[src/rtl/icb_rr_arbiter_pkg.sv]
// Shared source ids, outstanding-entry layout and
// round-robin helpers for the ICB arbiter.
package icb_rr_arbiter_pkg;

   localparam logic [1:0] SRC_WEIGHT = 2'd0;
   localparam logic [1:0] SRC_IMAP   = 2'd1;
   localparam logic [1:0] SRC_OMAP   = 2'd2;

   localparam int ENT_W = 34;

   typedef struct packed {
      logic [1:0]  src;
      logic [31:0] addr;
   } ost_ent_t;

   function automatic logic [1:0] rr_next(
      input logic [1:0] s
   );
      return (s == SRC_OMAP) ? SRC_WEIGHT : s + 2'd1;
   endfunction

   // first eligible source at or after ptr
   function automatic logic [1:0] rr_pick(
      input logic [2:0] elig,
      input logic [1:0] ptr
   );
      logic [1:0] s;
      logic [1:0] pick;
      logic       found;
      s     = ptr;
      pick  = ptr;
      found = 1'b0;
      for (int k = 0; k < 3; k++) begin
         if (!found && elig[s]) begin
            pick  = s;
            found = 1'b1;
         end
         s = rr_next(s);
      end
      return pick;
   endfunction

endpackage

[src/rtl/icb_rr_arbiter_if.sv]
// Source-side command/response channels, ICB master
// channels and the sticky error flag of the arbiter.
interface icb_rr_arbiter_if;

   logic        weight_req;
   logic        weight_vld;
   logic [31:0] weight_addr;
   logic        weight_rdy;
   logic [31:0] weight_rsp_addr;
   logic [31:0] weight_rsp_data;
   logic        weight_rsp_vld;
   logic        weight_rsp_rdy;

   logic        imap_req;
   logic        imap_vld;
   logic [31:0] imap_addr;
   logic        imap_rdy;
   logic [31:0] imap_rsp_addr;
   logic [31:0] imap_rsp_data;
   logic        imap_rsp_vld;
   logic        imap_rsp_rdy;

   logic        omap_req;
   logic        omap_vld;
   logic [31:0] omap_addr;
   logic [31:0] omap_data;
   logic        omap_rdy;

   logic        icb_cmd_valid;
   logic        icb_cmd_ready;
   logic [31:0] icb_cmd_addr;
   logic        icb_cmd_read;
   logic [31:0] icb_cmd_wdata;
   logic [3:0]  icb_cmd_wmask;

   logic        icb_rsp_valid;
   logic        icb_rsp_ready;
   logic        icb_rsp_err;
   logic [31:0] icb_rsp_rdata;

   logic        arb_err;

   modport slave (
      input  weight_req, weight_vld, weight_addr,
      input  weight_rsp_rdy,
      output weight_rdy, weight_rsp_addr,
      output weight_rsp_data, weight_rsp_vld,
      input  imap_req, imap_vld, imap_addr,
      input  imap_rsp_rdy,
      output imap_rdy, imap_rsp_addr,
      output imap_rsp_data, imap_rsp_vld,
      input  omap_req, omap_vld, omap_addr,
      input  omap_data,
      output omap_rdy,
      output icb_cmd_valid, icb_cmd_addr,
      output icb_cmd_read, icb_cmd_wdata,
      output icb_cmd_wmask,
      input  icb_cmd_ready,
      input  icb_rsp_valid, icb_rsp_err,
      input  icb_rsp_rdata,
      output icb_rsp_ready,
      output arb_err
   );

   modport master (
      output weight_req, weight_vld, weight_addr,
      output weight_rsp_rdy,
      input  weight_rdy, weight_rsp_addr,
      input  weight_rsp_data, weight_rsp_vld,
      output imap_req, imap_vld, imap_addr,
      output imap_rsp_rdy,
      input  imap_rdy, imap_rsp_addr,
      input  imap_rsp_data, imap_rsp_vld,
      output omap_req, omap_vld, omap_addr,
      output omap_data,
      input  omap_rdy,
      input  icb_cmd_valid, icb_cmd_addr,
      input  icb_cmd_read, icb_cmd_wdata,
      input  icb_cmd_wmask,
      output icb_cmd_ready,
      output icb_rsp_valid, icb_rsp_err,
      output icb_rsp_rdata,
      input  icb_rsp_ready,
      input  arb_err
   );

endinterface

[src/rtl/icb_rr_arbiter_ost_fifo.sv]
// In-order outstanding-command FIFO: remembers who
// issued each ICB command and at which address.
module ost_fifo
   import icb_rr_arbiter_pkg::*;
#(
   parameter int DEPTH = 4,
   parameter int W     = ENT_W
) (
   input  logic                   clk,
   input  logic                   rst_n,
   input  logic                   i_push,
   input  logic [W-1:0]           i_din,
   input  logic                   i_pop,
   output logic [W-1:0]           o_dout,
   output logic [$clog2(DEPTH):0] o_count,
   output logic                   o_full,
   output logic                   o_empty
);

   localparam int AW = $clog2(DEPTH);

   logic [W-1:0]  r_mem [DEPTH];
   logic [AW-1:0] r_wp;
   logic [AW-1:0] r_rp;
   logic [AW:0]   r_cnt;
   logic          w_push;
   logic          w_pop;

   assign w_push  = i_push & ~o_full;
   assign w_pop   = i_pop & ~o_empty;
   assign o_full  = (r_cnt == (AW+1)'(DEPTH));
   assign o_empty = (r_cnt == '0);
   assign o_count = r_cnt;
   assign o_dout  = r_mem[r_rp];

   always_ff @(posedge clk) begin
      if (w_push) r_mem[r_wp] <= i_din;
   end

   always_ff @(posedge clk or negedge rst_n) begin
      if (!rst_n) begin
         r_wp  <= '0;
         r_rp  <= '0;
         r_cnt <= '0;
      end else begin
         if (w_push) r_wp <= r_wp + AW'(1);
         if (w_pop)  r_rp <= r_rp + AW'(1);
         unique case ({w_push, w_pop})
            2'b10:   r_cnt <= r_cnt + (AW+1)'(1);
            2'b01:   r_cnt <= r_cnt - (AW+1)'(1);
            default: r_cnt <= r_cnt;
         endcase
      end
   end

endmodule

[src/rtl/icb_rr_arbiter.sv]
// Round-robin ICB arbiter for weight/imap reads and
// omap writes, with in-order response routing.
module icb_rr_arbiter
   import icb_rr_arbiter_pkg::*;
#(
   parameter int OST_DEPTH = 4
) (
   input  logic             clk,
   input  logic             rst_n,
   icb_rr_arbiter_if.slave  bus
);

   localparam int CW = $clog2(OST_DEPTH) + 1;

   logic [2:0]    w_elig;
   logic [1:0]    w_gnt;
   logic          w_cmd_vld;
   logic          w_cmd_hs;
   logic          w_full;
   logic          w_empty;
   logic [CW-1:0] w_cnt;
   ost_ent_t      w_push_ent;
   ost_ent_t      w_head;
   logic          w_rsp_hs;
   logic          w_drop;
   logic          w_err_set;

   logic [1:0]    r_ptr;
   logic [1:0]    r_lock_src;
   logic          r_lock;
   logic          r_err;

   assign w_elig = {
      bus.omap_req   & bus.omap_vld,
      bus.imap_req   & bus.imap_vld,
      bus.weight_req & bus.weight_vld
   };

   // a stalled command keeps its source
   assign w_gnt = (r_lock & w_elig[r_lock_src])
                ? r_lock_src
                : rr_pick(w_elig, r_ptr);

   assign w_cmd_vld = rst_n & (|w_elig) & ~w_full;
   assign w_cmd_hs  = w_cmd_vld & bus.icb_cmd_ready;
   assign bus.icb_cmd_valid = w_cmd_vld;

   always_comb begin
      bus.icb_cmd_addr  = '0;
      bus.icb_cmd_read  = 1'b0;
      bus.icb_cmd_wdata = '0;
      bus.icb_cmd_wmask = 4'h0;
      bus.weight_rdy    = 1'b0;
      bus.imap_rdy      = 1'b0;
      bus.omap_rdy      = 1'b0;
      if (w_cmd_vld) begin
         unique case (1'b1)
            (w_gnt == SRC_WEIGHT): begin
               bus.icb_cmd_addr = bus.weight_addr;
               bus.icb_cmd_read = 1'b1;
               bus.weight_rdy   = bus.icb_cmd_ready;
            end
            (w_gnt == SRC_IMAP): begin
               bus.icb_cmd_addr = bus.imap_addr;
               bus.icb_cmd_read = 1'b1;
               bus.imap_rdy     = bus.icb_cmd_ready;
            end
            default: begin
               bus.icb_cmd_addr  = bus.omap_addr;
               bus.icb_cmd_wdata = bus.omap_data;
               bus.icb_cmd_wmask = 4'hF;
               bus.omap_rdy      = bus.icb_cmd_ready;
            end
         endcase
      end
   end

   assign w_push_ent = {w_gnt, bus.icb_cmd_addr};

   ost_fifo #(
      .DEPTH (OST_DEPTH),
      .W     (ENT_W)
   ) u_ost (
      .clk     (clk),
      .rst_n   (rst_n),
      .i_push  (w_cmd_hs),
      .i_din   (w_push_ent),
      .i_pop   (w_rsp_hs & ~w_empty),
      .o_dout  (w_head),
      .o_count (w_cnt),
      .o_full  (w_full),
      .o_empty (w_empty)
   );

   // writes and stray responses are sunk here
   always_comb begin
      bus.icb_rsp_ready   = 1'b0;
      bus.weight_rsp_vld  = 1'b0;
      bus.weight_rsp_addr = '0;
      bus.weight_rsp_data = '0;
      bus.imap_rsp_vld    = 1'b0;
      bus.imap_rsp_addr   = '0;
      bus.imap_rsp_data   = '0;
      if (rst_n) begin
         if (w_empty) begin
            bus.icb_rsp_ready = 1'b1;
         end else begin
            unique case (1'b1)
               (w_head.src == SRC_WEIGHT): begin
                  bus.weight_rsp_vld  = bus.icb_rsp_valid;
                  bus.weight_rsp_addr = w_head.addr;
                  bus.weight_rsp_data = bus.icb_rsp_rdata;
                  bus.icb_rsp_ready   = bus.weight_rsp_rdy;
               end
               (w_head.src == SRC_IMAP): begin
                  bus.imap_rsp_vld  = bus.icb_rsp_valid;
                  bus.imap_rsp_addr = w_head.addr;
                  bus.imap_rsp_data = bus.icb_rsp_rdata;
                  bus.icb_rsp_ready = bus.imap_rsp_rdy;
               end
               default: bus.icb_rsp_ready = 1'b1;
            endcase
         end
      end
   end

   assign w_rsp_hs  = bus.icb_rsp_valid & bus.icb_rsp_ready;
   assign w_drop    = bus.icb_rsp_valid & (w_cnt == '0);
   assign w_err_set = w_drop | (w_rsp_hs & bus.icb_rsp_err);
   assign bus.arb_err = r_err;

   always_ff @(posedge clk or negedge rst_n) begin
      if (!rst_n) begin
         r_ptr      <= SRC_WEIGHT;
         r_lock     <= 1'b0;
         r_lock_src <= SRC_WEIGHT;
         r_err      <= 1'b0;
      end else begin
         if (w_cmd_hs) r_ptr <= rr_next(w_gnt);
         r_lock     <= w_cmd_vld & ~bus.icb_cmd_ready;
         r_lock_src <= w_gnt;
         r_err      <= r_err | w_err_set;
      end
   end

endmodule

[src/flat_wrapper.sv]
// flat-port wrapper written by rule: the top's interface ports become plain ports
module icb_rr_arbiter_flat import icb_rr_arbiter_pkg::*;
#(
   parameter int OST_DEPTH = 4
)
  (clk, rst_n, bus_weight_req, bus_weight_vld, bus_weight_addr, bus_weight_rsp_rdy, bus_weight_rdy, bus_weight_rsp_addr, bus_weight_rsp_data, bus_weight_rsp_vld, bus_imap_req, bus_imap_vld, bus_imap_addr, bus_imap_rsp_rdy, bus_imap_rdy, bus_imap_rsp_addr, bus_imap_rsp_data, bus_imap_rsp_vld, bus_omap_req, bus_omap_vld, bus_omap_addr, bus_omap_data, bus_omap_rdy, bus_icb_cmd_valid, bus_icb_cmd_addr, bus_icb_cmd_read, bus_icb_cmd_wdata, bus_icb_cmd_wmask, bus_icb_cmd_ready, bus_icb_rsp_valid, bus_icb_rsp_err, bus_icb_rsp_rdata, bus_icb_rsp_ready, bus_arb_err);
  icb_rr_arbiter_if bus_i ();
  input  logic clk;
  input  logic rst_n;
  input wire logic [$bits(bus_i.weight_req)-1:0] bus_weight_req;
  input wire logic [$bits(bus_i.weight_vld)-1:0] bus_weight_vld;
  input wire logic [$bits(bus_i.weight_addr)-1:0] bus_weight_addr;
  input wire logic [$bits(bus_i.weight_rsp_rdy)-1:0] bus_weight_rsp_rdy;
  output wire logic [$bits(bus_i.weight_rdy)-1:0] bus_weight_rdy;
  output wire logic [$bits(bus_i.weight_rsp_addr)-1:0] bus_weight_rsp_addr;
  output wire logic [$bits(bus_i.weight_rsp_data)-1:0] bus_weight_rsp_data;
  output wire logic [$bits(bus_i.weight_rsp_vld)-1:0] bus_weight_rsp_vld;
  input wire logic [$bits(bus_i.imap_req)-1:0] bus_imap_req;
  input wire logic [$bits(bus_i.imap_vld)-1:0] bus_imap_vld;
  input wire logic [$bits(bus_i.imap_addr)-1:0] bus_imap_addr;
  input wire logic [$bits(bus_i.imap_rsp_rdy)-1:0] bus_imap_rsp_rdy;
  output wire logic [$bits(bus_i.imap_rdy)-1:0] bus_imap_rdy;
  output wire logic [$bits(bus_i.imap_rsp_addr)-1:0] bus_imap_rsp_addr;
  output wire logic [$bits(bus_i.imap_rsp_data)-1:0] bus_imap_rsp_data;
  output wire logic [$bits(bus_i.imap_rsp_vld)-1:0] bus_imap_rsp_vld;
  input wire logic [$bits(bus_i.omap_req)-1:0] bus_omap_req;
  input wire logic [$bits(bus_i.omap_vld)-1:0] bus_omap_vld;
  input wire logic [$bits(bus_i.omap_addr)-1:0] bus_omap_addr;
  input wire logic [$bits(bus_i.omap_data)-1:0] bus_omap_data;
  output wire logic [$bits(bus_i.omap_rdy)-1:0] bus_omap_rdy;
  output wire logic [$bits(bus_i.icb_cmd_valid)-1:0] bus_icb_cmd_valid;
  output wire logic [$bits(bus_i.icb_cmd_addr)-1:0] bus_icb_cmd_addr;
  output wire logic [$bits(bus_i.icb_cmd_read)-1:0] bus_icb_cmd_read;
  output wire logic [$bits(bus_i.icb_cmd_wdata)-1:0] bus_icb_cmd_wdata;
  output wire logic [$bits(bus_i.icb_cmd_wmask)-1:0] bus_icb_cmd_wmask;
  input wire logic [$bits(bus_i.icb_cmd_ready)-1:0] bus_icb_cmd_ready;
  input wire logic [$bits(bus_i.icb_rsp_valid)-1:0] bus_icb_rsp_valid;
  input wire logic [$bits(bus_i.icb_rsp_err)-1:0] bus_icb_rsp_err;
  input wire logic [$bits(bus_i.icb_rsp_rdata)-1:0] bus_icb_rsp_rdata;
  output wire logic [$bits(bus_i.icb_rsp_ready)-1:0] bus_icb_rsp_ready;
  output wire logic [$bits(bus_i.arb_err)-1:0] bus_arb_err;
  assign bus_i.weight_req = bus_weight_req;
  assign bus_i.weight_vld = bus_weight_vld;
  assign bus_i.weight_addr = bus_weight_addr;
  assign bus_i.weight_rsp_rdy = bus_weight_rsp_rdy;
  assign bus_weight_rdy = bus_i.weight_rdy;
  assign bus_weight_rsp_addr = bus_i.weight_rsp_addr;
  assign bus_weight_rsp_data = bus_i.weight_rsp_data;
  assign bus_weight_rsp_vld = bus_i.weight_rsp_vld;
  assign bus_i.imap_req = bus_imap_req;
  assign bus_i.imap_vld = bus_imap_vld;
  assign bus_i.imap_addr = bus_imap_addr;
  assign bus_i.imap_rsp_rdy = bus_imap_rsp_rdy;
  assign bus_imap_rdy = bus_i.imap_rdy;
  assign bus_imap_rsp_addr = bus_i.imap_rsp_addr;
  assign bus_imap_rsp_data = bus_i.imap_rsp_data;
  assign bus_imap_rsp_vld = bus_i.imap_rsp_vld;
  assign bus_i.omap_req = bus_omap_req;
  assign bus_i.omap_vld = bus_omap_vld;
  assign bus_i.omap_addr = bus_omap_addr;
  assign bus_i.omap_data = bus_omap_data;
  assign bus_omap_rdy = bus_i.omap_rdy;
  assign bus_icb_cmd_valid = bus_i.icb_cmd_valid;
  assign bus_icb_cmd_addr = bus_i.icb_cmd_addr;
  assign bus_icb_cmd_read = bus_i.icb_cmd_read;
  assign bus_icb_cmd_wdata = bus_i.icb_cmd_wdata;
  assign bus_icb_cmd_wmask = bus_i.icb_cmd_wmask;
  assign bus_i.icb_cmd_ready = bus_icb_cmd_ready;
  assign bus_i.icb_rsp_valid = bus_icb_rsp_valid;
  assign bus_i.icb_rsp_err = bus_icb_rsp_err;
  assign bus_i.icb_rsp_rdata = bus_icb_rsp_rdata;
  assign bus_icb_rsp_ready = bus_i.icb_rsp_ready;
  assign bus_arb_err = bus_i.arb_err;
  icb_rr_arbiter #(.OST_DEPTH(OST_DEPTH)) u_core (.clk(clk), .rst_n(rst_n), .bus(bus_i));
endmodule
[config.mk]
export PLATFORM = sky130hd
export DESIGN_NAME = icb_rr_arbiter_flat
export DESIGN_NICKNAME = d
export VERILOG_FILES = /design/src/rtl/icb_rr_arbiter_pkg.sv /design/src/rtl/icb_rr_arbiter_if.sv /design/src/rtl/icb_rr_arbiter_ost_fifo.sv /design/src/rtl/icb_rr_arbiter.sv /design/src/flat_wrapper.sv
export SDC_FILE = /design/constraint.sdc
export NUM_CORES = 1
export LEC_CHECK = 0
export BUFFER_PORTS_ARGS = -buffer_cell sky130_fd_sc_hd__buf_2
export CORE_ASPECT_RATIO = 2
export CORE_MARGIN = 8
export CORE_UTILIZATION = 47
export DETAILED_ROUTE_END_ITERATION = 8
export PLACE_DENSITY = 0.88
export SYNTH_ARGS = -nofsm -noshare
export SYNTH_HDL_FRONTEND = slang
export SYNTH_HIERARCHICAL = 1
export SYNTH_SLANG_ARGS = --single-unit
export TNS_END_PERCENT = 10
[constraint.sdc]
create_clock -name clk -period 3.6 [get_ports clk]
set_clock_uncertainty 0.2 [all_clocks]
set_input_delay 0.54 -clock clk [delete_from_list [all_inputs] [get_ports clk]]
set_output_delay 0.54 -clock clk [all_outputs]
set_load 0.01 [all_outputs]
==> results of run 1 <==
stage by stage:
step	instances	utilization (%)	setup WS, ps
6_report	1198	64.1	84.9
5_1_grt	1198	64.1	3.57
4_1_cts	1197	64.0	37.9
3_5_place_dp	1165	60.5	362
3_3_place_gp	1165	60.5	426
2_1_floorplan	614	-	526
report_power, final:
part | switching [mW] | total, mW | internal [mW]
sequential | 0.137 | 2.34 | 2.20
clock | 0.678 | 1.71 | 1.03
combinational | 1.71 | 2.91 | 1.20
registers in the layout, summed over array words and instances, names as in the netlist:
| register | cells |
|---|---|
| u_core/r_lock | 1 |
| u_core/r_ptr | 2 |
| u_core/bus.arb_err | 1 |
| u_core/u_ost/o_count | 3 |
| u_core/r_lock_src | 2 |
| u_core/u_ost/r_mem | 136 |
| u_core/u_ost/r_rp | 2 |
| u_core/u_ost/r_wp | 2 |
logic make-up (layout without fill, tap and decap cells):
family | after synthesis | after routing | synth area share, %
adder cells (fa/ha/maj) | 6 | 6 | 1.04
AO/OA/AOI/OAI | 87 | 87 | 8.91
flip-flops | 149 | 149 | 55.3
AND/OR/NAND/NOR | 263 | 263 | 19.0
multiplexers | 35 | 35 | 10.0
buffers and inverters | 68 | 445 | 5.06
XOR/XNOR | 6 | 6 | 0.660
synth_stat cells, types with 2 or more instances:
library cell / instances / share of area, %
inv_1: 9 / 0.42
a21oi_1: 2 / 0.13
and2_1: 170 / 13
buf_4: 5 / 0.47
a211o_1: 4 / 0.44
nand2b_1: 2 / 0.16
nand2_1: 38 / 1.8
nor2_1: 6 / 0.28
mux4_2: 28 / 7.9
inv_2: 3 / 0.14
buf_2: 16 / 1.0
xor2_1: 3 / 0.33
a21o_1: 2 / 0.19
clkbuf_1: 24 / 1.1
mux4_1: 6 / 2.0
o2111ai_1: 32 / 3.5
o2bb2ai_1: 3 / 0.33
o211ai_1: 32 / 3.0
o32ai_1: 2 / 0.22
and3b_1: 2 / 0.22
edfxtp_1: 136 / 51
buf_12: 3 / 0.75
ha_1: 5 / 0.79
buf_6: 8 / 1.1
dfrtp_1: 13 / 4.1
o21ai_1: 2 / 0.13
nand3_1: 35 / 2.2
nor3_1: 2 / 0.13
xnor2_1: 3 / 0.33
per-layer routing:
layer	routed length (um)	track usage, %	share of wire [%]	up-vias
met2	14100	42.2	55	334
li1	-	-	-	3036
met3	1870	5.11	7.3	52
met5	26	0	0.10	-
met4	677	8.94	2.7	4
met1	8800	23.8	34	3180
how the worst min path moves through the flow:
stage | startpoint | to | slack [ps] | depth (start not counted)
6_report | bus_icb_cmd_ready | u_core/r_lock | 140 | 2
4_1_cts | bus_icb_cmd_ready | u_core/r_lock | 130 | 2
2_1_floorplan | rst_n | u_core/bus.arb_err | 40 | 0
5_1_grt | bus_icb_cmd_ready | u_core/r_lock | 120 | 2
3_3_place_gp | u_core/bus.arb_err | u_core/bus.arb_err | 250 | 1
3_5_place_dp | u_core/bus.arb_err | u_core/bus.arb_err | 250 | 1
area by class of cell:
type,instances,area (sq um)
repair buffers,402,2180
flip-flops and latches,149,4410
well taps,207,259
inverters,12,45.0
clock inverters,13,148
clock buffers,18,429
fillers,1287,5980
multi-input cells,397,3220
what timing repair did:
item                                    CTS  global route
hold buffers                              1             0
resized for setup                         0             3
endpoints found under the setup margin    0            13
setup buffers                             0             1
endpoints found under the hold margin    13             0
layout by cell type, fill, tap and decap left out, types with 3 or more instances in the layout:
cell,synthesis,final
mux4_2,28,28
o2111ai_1,32,32
nor2_1,6,6
buf_12,3,8
and2_2,0,4
nand2_1,38,38
edfxtp_1,136,136
dfrtp_1,13,11
xor2_1,3,3
buf_2,16,377
clkinvlp_4,0,3
clkbuf_16,0,17
o211ai_1,32,32
buf_4,5,15
inv_1,9,9
xnor2_1,3,3
inv_2,3,3
a211o_1,4,4
ha_1,5,5
nand3_1,35,35
and2_1,170,166
mux4_1,6,6
inv_6,0,4
==> metrics, run 1 <==
die area 0.0216 sq mm; GRT Overall Usage 22.9%; Inserted Diodes 0; final slew viol count 0; port bufs 377; Critical Path Slowest Stage Cell dlygate4sd3_1; Min Clock Period, post-route ~3500 ps; DRT antenna net count 0; Synth Warn # 6; syn nets a little under 800; Total Wirelength 25500 um; crit path kind in -> out; EDFF count, synth 136; first-pass GRT wire length 38200 um; crit-path max cell delay 520 ps; CP delay by family, top buffers and inverters; die height ~200 um; Peak supply drop 0.484 mV; Synth Flop Type edfxtp_1; start point of the critical path rst_n; initial antenna violation count 2; RSZ-0062 raised after global routing no; outcome complete, no violations; Setup TNS 0 ps; startpoint types input pin; register area share after synthesis 55.3%; remaining global-route overflow 0; CP Cell Sequence dlygate4sd3_1 > buf_2 > inv_2 > a211o_1 > inv_2 > buf_6 > nand3_1 > o211ai_1 > buf_2; period utilization 97.6%; post-route design area 0.0107 sq mm; FMAX 284 MHz; Via density 5.51; Root Buffer Master clkbuf_16; CP Capture Type output port; # setup viols final 0; Routability Congestion ~0.83; clock buffer depth 2; CP Buf/Inv Count 6; Reg2Reg Depth 11; Pwr Total 6.95 mW; DIE WIDTH 108 um; leak pwr roughly 4.7 nW; TritonRoute pass-1 iters 5; worst rel slew slack 54.0%; crit-path max FO 33; Post-Synthesis Cells a little over 600; placed cell area ~0.010 sq mm; Initial Util a little under half; max cap viols 0; Pwr per Cell Area 650 mW/mm^2; H-tree levels 4; R2R setup slack 490 ps; largest net degree at the start of global routing 66; FF-to-FF End u_core/u_ost/o_count[2]; vias in the first global route 6885; Worst EP arrival 2780 ps; Setup crit end bus_icb_cmd_addr[21]; Levels on crit path 9; average wire per standard cell 21.3 um; Layout Area Growth over Synthesis 34.3%; Sink Count 149; Worst-Skew Late Latency 400 ps; reg-to-reg critical path startpoint u_core/u_ost/r_rp[1]; core area 0.0167 sq mm; DRT iter0 DRCs 373; Least-Margin Pin Slew 685 ps; DRC 0; clock-pin transition on the worst setup and hold timing paths roughly 60 ps; hold_ws approximately 140 ps; Synth Register Bits 149; num rows 67; Hold Fails Final Rpt 0; Num CTS Buffers 17; fraction of registers with async set/reset 8.72%; vias post-DR approximately 6600; Syn Area/Cell 13.0 sq um; CTS tree yes; CP required roughly 2900 ps; Layout Nets ~1200; post-synth cell types 47; Min-Delay Path Class in -> reg; Final HPWL DP 19600 um; share of post-route cells with drive strength above 1 48.3%; I/O pin count 378; Post-Syn Area 0.00797 sq mm
No activity file was read; power rests on OpenSTA's default activity.
==> inputs of run 2 (changes only) <==
- RECOVER_POWER: default -> 100
==> metrics, run 2 (synthesis results as in run 1) <==
outcome complete, no violations (unchanged); TritonRoute pass-1 iters 5 (unchanged); Root Buffer Master clkbuf_16 (unchanged); num rows 67 (unchanged); crit-path max cell delay 520 ps (about the same); largest net degree at the start of global routing 66 (unchanged); Levels on crit path 9 (unchanged); average wire per standard cell 21.4 um (was 21.3 um); initial antenna violation count 2 (unchanged); Critical Path Slowest Stage Cell dlygate4sd3_1 (unchanged); I/O pin count 378 (unchanged); Least-Margin Pin Slew 873 ps (was 685 ps); core area 0.0167 sq mm (unchanged); CP delay by family, top buffers and inverters (unchanged); Sink Count 149 (unchanged); crit path kind in -> out (unchanged); DRT antenna net count 0 (unchanged); H-tree levels 4 (unchanged); Inserted Diodes 0 (unchanged); Layout Area Growth over Synthesis 32.0% (was 34.3%); FF-to-FF End u_core/u_ost/r_mem[3][19] (was u_core/u_ost/o_count[2]); die area 0.0216 sq mm (unchanged); RSZ-0062 raised after global routing no (unchanged); period utilization 97.6% (about the same); final std cells w/o fill 1198 (unchanged); Inst Count DP 1165 (unchanged); leak pwr 4.13 nW (was 4.75 nW); Worst-Skew Late Latency 400 ps (about the same); Hold Fails Final Rpt 0 (unchanged); Worst EP arrival 2780 ps (about the same); fin util 63.0% (was 64.1%); most common cell after layout, fill and taps aside buf_2 (unchanged); max reg flops 136 (unchanged); # setup viols final 0 (unchanged); Layout Nets 1158 (unchanged); Biggest register u_core/u_ost/r_mem (unchanged); Num CTS Buffers 17 (unchanged); final slew viol count 0 (unchanged); Pwr per Cell Area 655 mW/mm^2 (was 650 mW/mm^2); remaining global-route overflow 0 (unchanged); start point of the critical path rst_n (unchanged); share of post-route cells with drive strength above 1 34.5% (was 48.3%); Peak supply drop 0.481 mV (was 0.484 mV); CP Capture Type output port (unchanged); Total Wirelength 25700 um (was 25500 um); CTS tree yes (unchanged); vias post-DR 6615 (was 6606); DRC 0 (unchanged); reg-to-reg critical path startpoint u_core/u_ost/o_count[2] (was u_core/u_ost/r_rp[1]); most used cell, CP inv_2; Initial Util 47.8% (unchanged); Routability Congestion 0.834 (unchanged); clock-pin transition on the worst setup and hold timing paths 60 ps (about the same); Reg2Reg Depth 8 (was 11); DIE WIDTH 108 um (unchanged); Setup TNS 0 ps (unchanged); CP Buf/Inv Count 6 (unchanged); GRT Overall Usage 22.9% (unchanged); Min Clock Period, post-route 3520 ps (about the same); Via density 5.52 (was 5.51); CP required 2860 ps (about the same); crit-path max FO 33 (unchanged); port bufs 377 (unchanged); die height 200 um (unchanged); Setup crit end bus_icb_cmd_addr[21] (unchanged); first-pass GRT wire length 38200 um (unchanged); most frequent cells in the layout buf_2 (218), edfxtp_1 (136), clkbuf_1 (132) (was buf_2 (377), and2_1 (166), edfxtp_1 (136)); Final HPWL DP 19600 um (unchanged); startpoint types input pin (unchanged); FMAX 284 MHz (about the same); vias in the first global route 6885 (unchanged); # fillers 1357 (was 1287); worst rel slew slack 41.8% (was 54.0%); CP Cell Sequence dlygate4sd3_1 > buf_2 > inv_2 > a211o_1 > inv_2 > buf_6 > nand3_1 > o211ai_1 > clkbuf_2 (was dlygate4sd3_1 > buf_2 > inv_2 > a211o_1 > inv_2 > buf_6 > nand3_1 > o211ai_1 > buf_2); R2R setup slack 380 ps (was 490 ps); DRT iter0 DRCs 295 (was 373); Min-Delay Path Class in -> reg (unchanged); max cap viols 0 (unchanged); clock buffer depth 2 (unchanged)
## run 2: cell count changes in the layout (fill, tap and decap cells not counted), sizes merged
cell / previous run / this run
buf: 401 / 241
clkbuf: 18 / 178
## run 2: cell type report
type | instances | area, sq um | area share (%)
clock buffers | 18 | 429 | 4.08
clock inverters | 13 | 148 | 1.40
inverters | 12 | 45.0 | 0.428
multi-input cells | 397 | 3220 | 30.6
flip-flops and latches | 149 | 4410 | 42.0
well taps | 207 | 259 | 2.46
repair buffers | 402 | 2010 | 19.1
## run 2: layer usage
layer,GRT usage [%],wire length (um)
met3,5.11,1860
met5,0,26
met1,23.8,8880
met2,42.2,14200
met4,8.94,683
## run 2: power breakdown
group	total, mW	internal (mW)	switching, mW	leakage, nW
combinational	2.85	1.12	1.73	2.45
clock	1.70	1.03	0.675	0.275
sequential	2.33	2.20	0.136	1.41
## run 2: worst min-delay path by stage
stage,startpoint,endpoint,slack (ps),depth (start not counted)
after floorplan,rst_n,u_core/bus.arb_err,40,0
after global placement,u_core/bus.arb_err,u_core/bus.arb_err,250,1
after detailed placement,u_core/bus.arb_err,u_core/bus.arb_err,250,1
after CTS,bus_icb_cmd_ready,u_core/r_lock,130,2
after global routing,bus_icb_cmd_ready,u_core/r_lock,120,2
final,bus_icb_cmd_ready,u_core/r_lock,140,2
## run 2: metrics by stage
stage | power, mW | setup WS (ps) | hold WS [ps] | instance area (sq um)
finish | 6.89 | 84.7 | 143 | 10500
global route | 7.21 | 4.03 | 125 | 10500
CTS | 6.99 | 37.9 | 129 | 10700
detailed placement | 5.28 | 362 | 251 | 10100
global placement | 5.19 | 426 | 245 | 10100
floorplan | 4.25 | 526 | 44.4 | 7970
## run 2: repair_timing
action,CTS,global route
hold buffers,1,0
endpoints found under the hold margin,13,0
setup buffers,0,1
endpoints found under the setup margin,0,13
resized for setup,0,3
## run 2: worst reg2reg max path: cells and delay by family (launching register included)
family	cells	cell delay [ps]
AOI/OAI and AO/OA	1	310
buffers and inverters	3	490
DFF	1	430
and+or+nand+nor	4	1490
==> inputs of run 3 (changes only) <==
- CORE_AREA: default -> 3 3 147 149
- CORE_ASPECT_RATIO: 2 -> default
- CORE_MARGIN: 8 -> default
- CORE_UTILIZATION: 47 -> default
- DIE_AREA: default -> 0 0 150 152
- PLACE_DENSITY: 0.88 -> 0.76
- clock period: 3.6 -> 3.25 ns (I/O delays scaled with it)
==> metrics, run 3 (synthesis results as in run 1) <==
max cap viols 0 (unchanged); RSZ-0062 raised after global routing yes (was no); max reg flops 136 (unchanged); DIE WIDTH 150 um (was 108 um); die height 152 um (was 200 um); Routability Congestion 0.863 (was 0.834); Initial Util 39.2% (was 47.8%); share of power burned in registers 32.6% (was 33.9%); Net Sw Frac 36.0% (was 36.9%); start point of the critical path u_core/r_ptr[1] (was rst_n); worst rel slew slack 51.3% (was 41.8%); Hold Startpoint bus_icb_cmd_ready (unchanged); core area 0.0203 sq mm (was 0.0167 sq mm); Least-Margin Pin Slew 724 ps (was 873 ps); cell-internal power 5.03 mW (was 4.35 mW); largest net degree at the start of global routing 66 (unchanged); # fillers 1750 (was 1357); average wire per standard cell 19.1 um (was 21.4 um); GRT Overall Usage 20.8% (was 22.9%); share of post-route cells with drive strength above 1 49.4% (was 34.5%); # setup viols final 0 (unchanged); Hold Fails Final Rpt 0 (unchanged); Min-Delay Path Class in -> reg (unchanged); clock network power share 24.4% (was 24.7%); Net Sw Power 2.83 mW (was 2.54 mW); final std cells w/o fill 1283 (was 1198); vias in the first global route 6418 (was 6885); clock-pin transition on the worst setup and hold timing paths 60 ps (about the same); Biggest register u_core/u_ost/r_mem (unchanged); die area 0.0228 sq mm (was 0.0216 sq mm); remaining global-route overflow 0 (unchanged); crit path kind reg -> out (was in -> out); clock buffer depth 2 (unchanged); Hold Path Cell Cnt 2 (unchanged); startpoint types register (was input pin); I/O pin count 378 (unchanged); DRT iter0 DRCs 367 (was 295); Worst EP arrival 2560 ps (was 2780 ps); H-tree levels 4 (unchanged); Final HPWL DP 18100 um (was 19600 um); Num CTS Buffers 17 (unchanged); reg-to-reg critical path startpoint u_core/u_ost/r_rp[0] (was u_core/u_ost/o_count[2]); CP required 2560 ps (was 2860 ps); Total Wirelength 24500 um (was 25700 um); Pwr per Cell Area 715 mW/mm^2 (was 655 mW/mm^2); outcome complete, no violations (unchanged); num rows 52 (was 67); final slew viol count 0 (unchanged); most frequent cells in the layout buf_2 (376), and2_1 (166), edfxtp_1 (136) (was buf_2 (218), edfxtp_1 (136), clkbuf_1 (132)); Reg2Reg Depth 11 (was 8); CTS tree yes (unchanged); Inst Count DP 1241 (was 1165); initial antenna violation count 6 (was 2); Via density 5.09 (was 5.52); leak pwr 4.86 nW (was 4.13 nW); CP Capture Type output port (unchanged); DRT antenna net count 0 (unchanged); Root Buffer Master clkbuf_16 (unchanged); Worst-Skew Late Latency 410 ps (was 400 ps); period utilization 99.8%; Min Clock Period, post-route 3240 ps; Peak supply drop 0.368 mV (was 0.481 mV); port bufs 377 (unchanged); combinational power share 43.0% (was 41.4%); Worst Slack Setup Final 6.75 ps (was 84.7 ps); crit-path max FO 52 (was 33); Layout Area Growth over Synthesis 37.9% (was 32.0%); TritonRoute pass-1 iters 4 (was 5); dpl ws 200 ps (was 362 ps); FMAX slightly above 300 MHz; Sink Count 149 (unchanged); first-pass GRT wire length 36400 um (was 38200 um); vias post-DR 6534 (was 6615); Layout Nets 1177 (was 1158); most common cell after layout, fill and taps aside buf_2 (unchanged); DRC 0 (unchanged)
## run 3: cell types whose count changed in the layout (fill, tap and decap cells not counted), moves of 3 or more
| cell | delta |
|---|---|
| and2_0 | -42 |
| clkbuf_1 | -130 |
| buf_12 | +3 |
| buf_4 | +15 |
| buf_2 | +158 |
| and2_1 | +38 |
| clkbuf_2 | -29 |
| diode_2 | +3 |
| and2_2 | +4 |
## run 3: power groups by stage
stage          Combinational, mW  Sequential [mW]  Clock, mW
6_report                    3.38             2.56       1.91
5_1_grt                     3.69             2.59       2.03
4_1_cts                     3.36             2.56       1.96
3_5_place_dp                3.31             2.60          0
3_3_place_gp                3.26             2.59          0
2_1_floorplan               2.16             2.55          0
## run 3: metal layers
layer / track usage [%] / up-vias / share of wire (%)
li1: - / 3070 / -
met1: 25.4 / 3105 / 39
met2: 36.9 / 318 / 52
met3: 4.62 / 35 / 7.2
met4: 5.58 / 6 / 1.8
met5: 0 / - / 0.11
## run 3: worst max-delay path, stage by stage, from the launching register on
cell      delay (ps)
dfrtp_1          460
nand2b_1         230
a211o_1          330
a311oi_4         300
buf_12           240
nand2_1           90
o211ai_1         220
buf_2            240
## run 3: through the flow
step                utilization, %  hold WS [ps]  cell area, sq um  TNS, ps  power (mW)
floorplan                        -         -8.09              7970        0        4.71
global placement              50.7           238             10300        0        5.85
detailed placement            50.7           254             10300        0        5.91
CTS                           53.8          88.4             10900     -109        7.88
global route                  54.1           110             11000    -1530        8.30
finish                        54.1           123             11000        0        7.86
## run 3: worst paths after layout
| path | to | slack [ps] |
|---|---|---|
| setup / recovery | bus_icb_cmd_addr[24] | 7 |
| hold / removal | u_core/r_lock | 120 |
| setup reg to reg | u_core/u_ost/o_count[2] | 240 |
| hold reg to reg | u_core/bus.arb_err | 260 |
| max in group asynchronous | u_core/r_ptr[0] | 2260 |
| min in group asynchronous | u_core/bus.arb_err | 380 |
## run 3: final cells by class
class | instances | area [sq um] | share of cell area [%]
well taps | 270 | 338 | 3.07
multi-input cells | 397 | 3230 | 29.4
inverters | 12 | 45.0 | 0.410
flip-flops and latches | 149 | 4410 | 40.2
diodes | 3 | 7.51 | 0.0683
clock inverters | 13 | 149 | 1.36
repair buffers | 421 | 2370 | 21.6
clock buffers | 18 | 429 | 3.91
## run 3: timing repair
action,in CTS,in global routing
endpoints found under the hold margin,13,0
buffers inserted,2,5
hold buffers,1,0
pin swaps,2,6
gates cloned,0,0
gates resized for setup,4,9
endpoints found under the setup margin,16,57
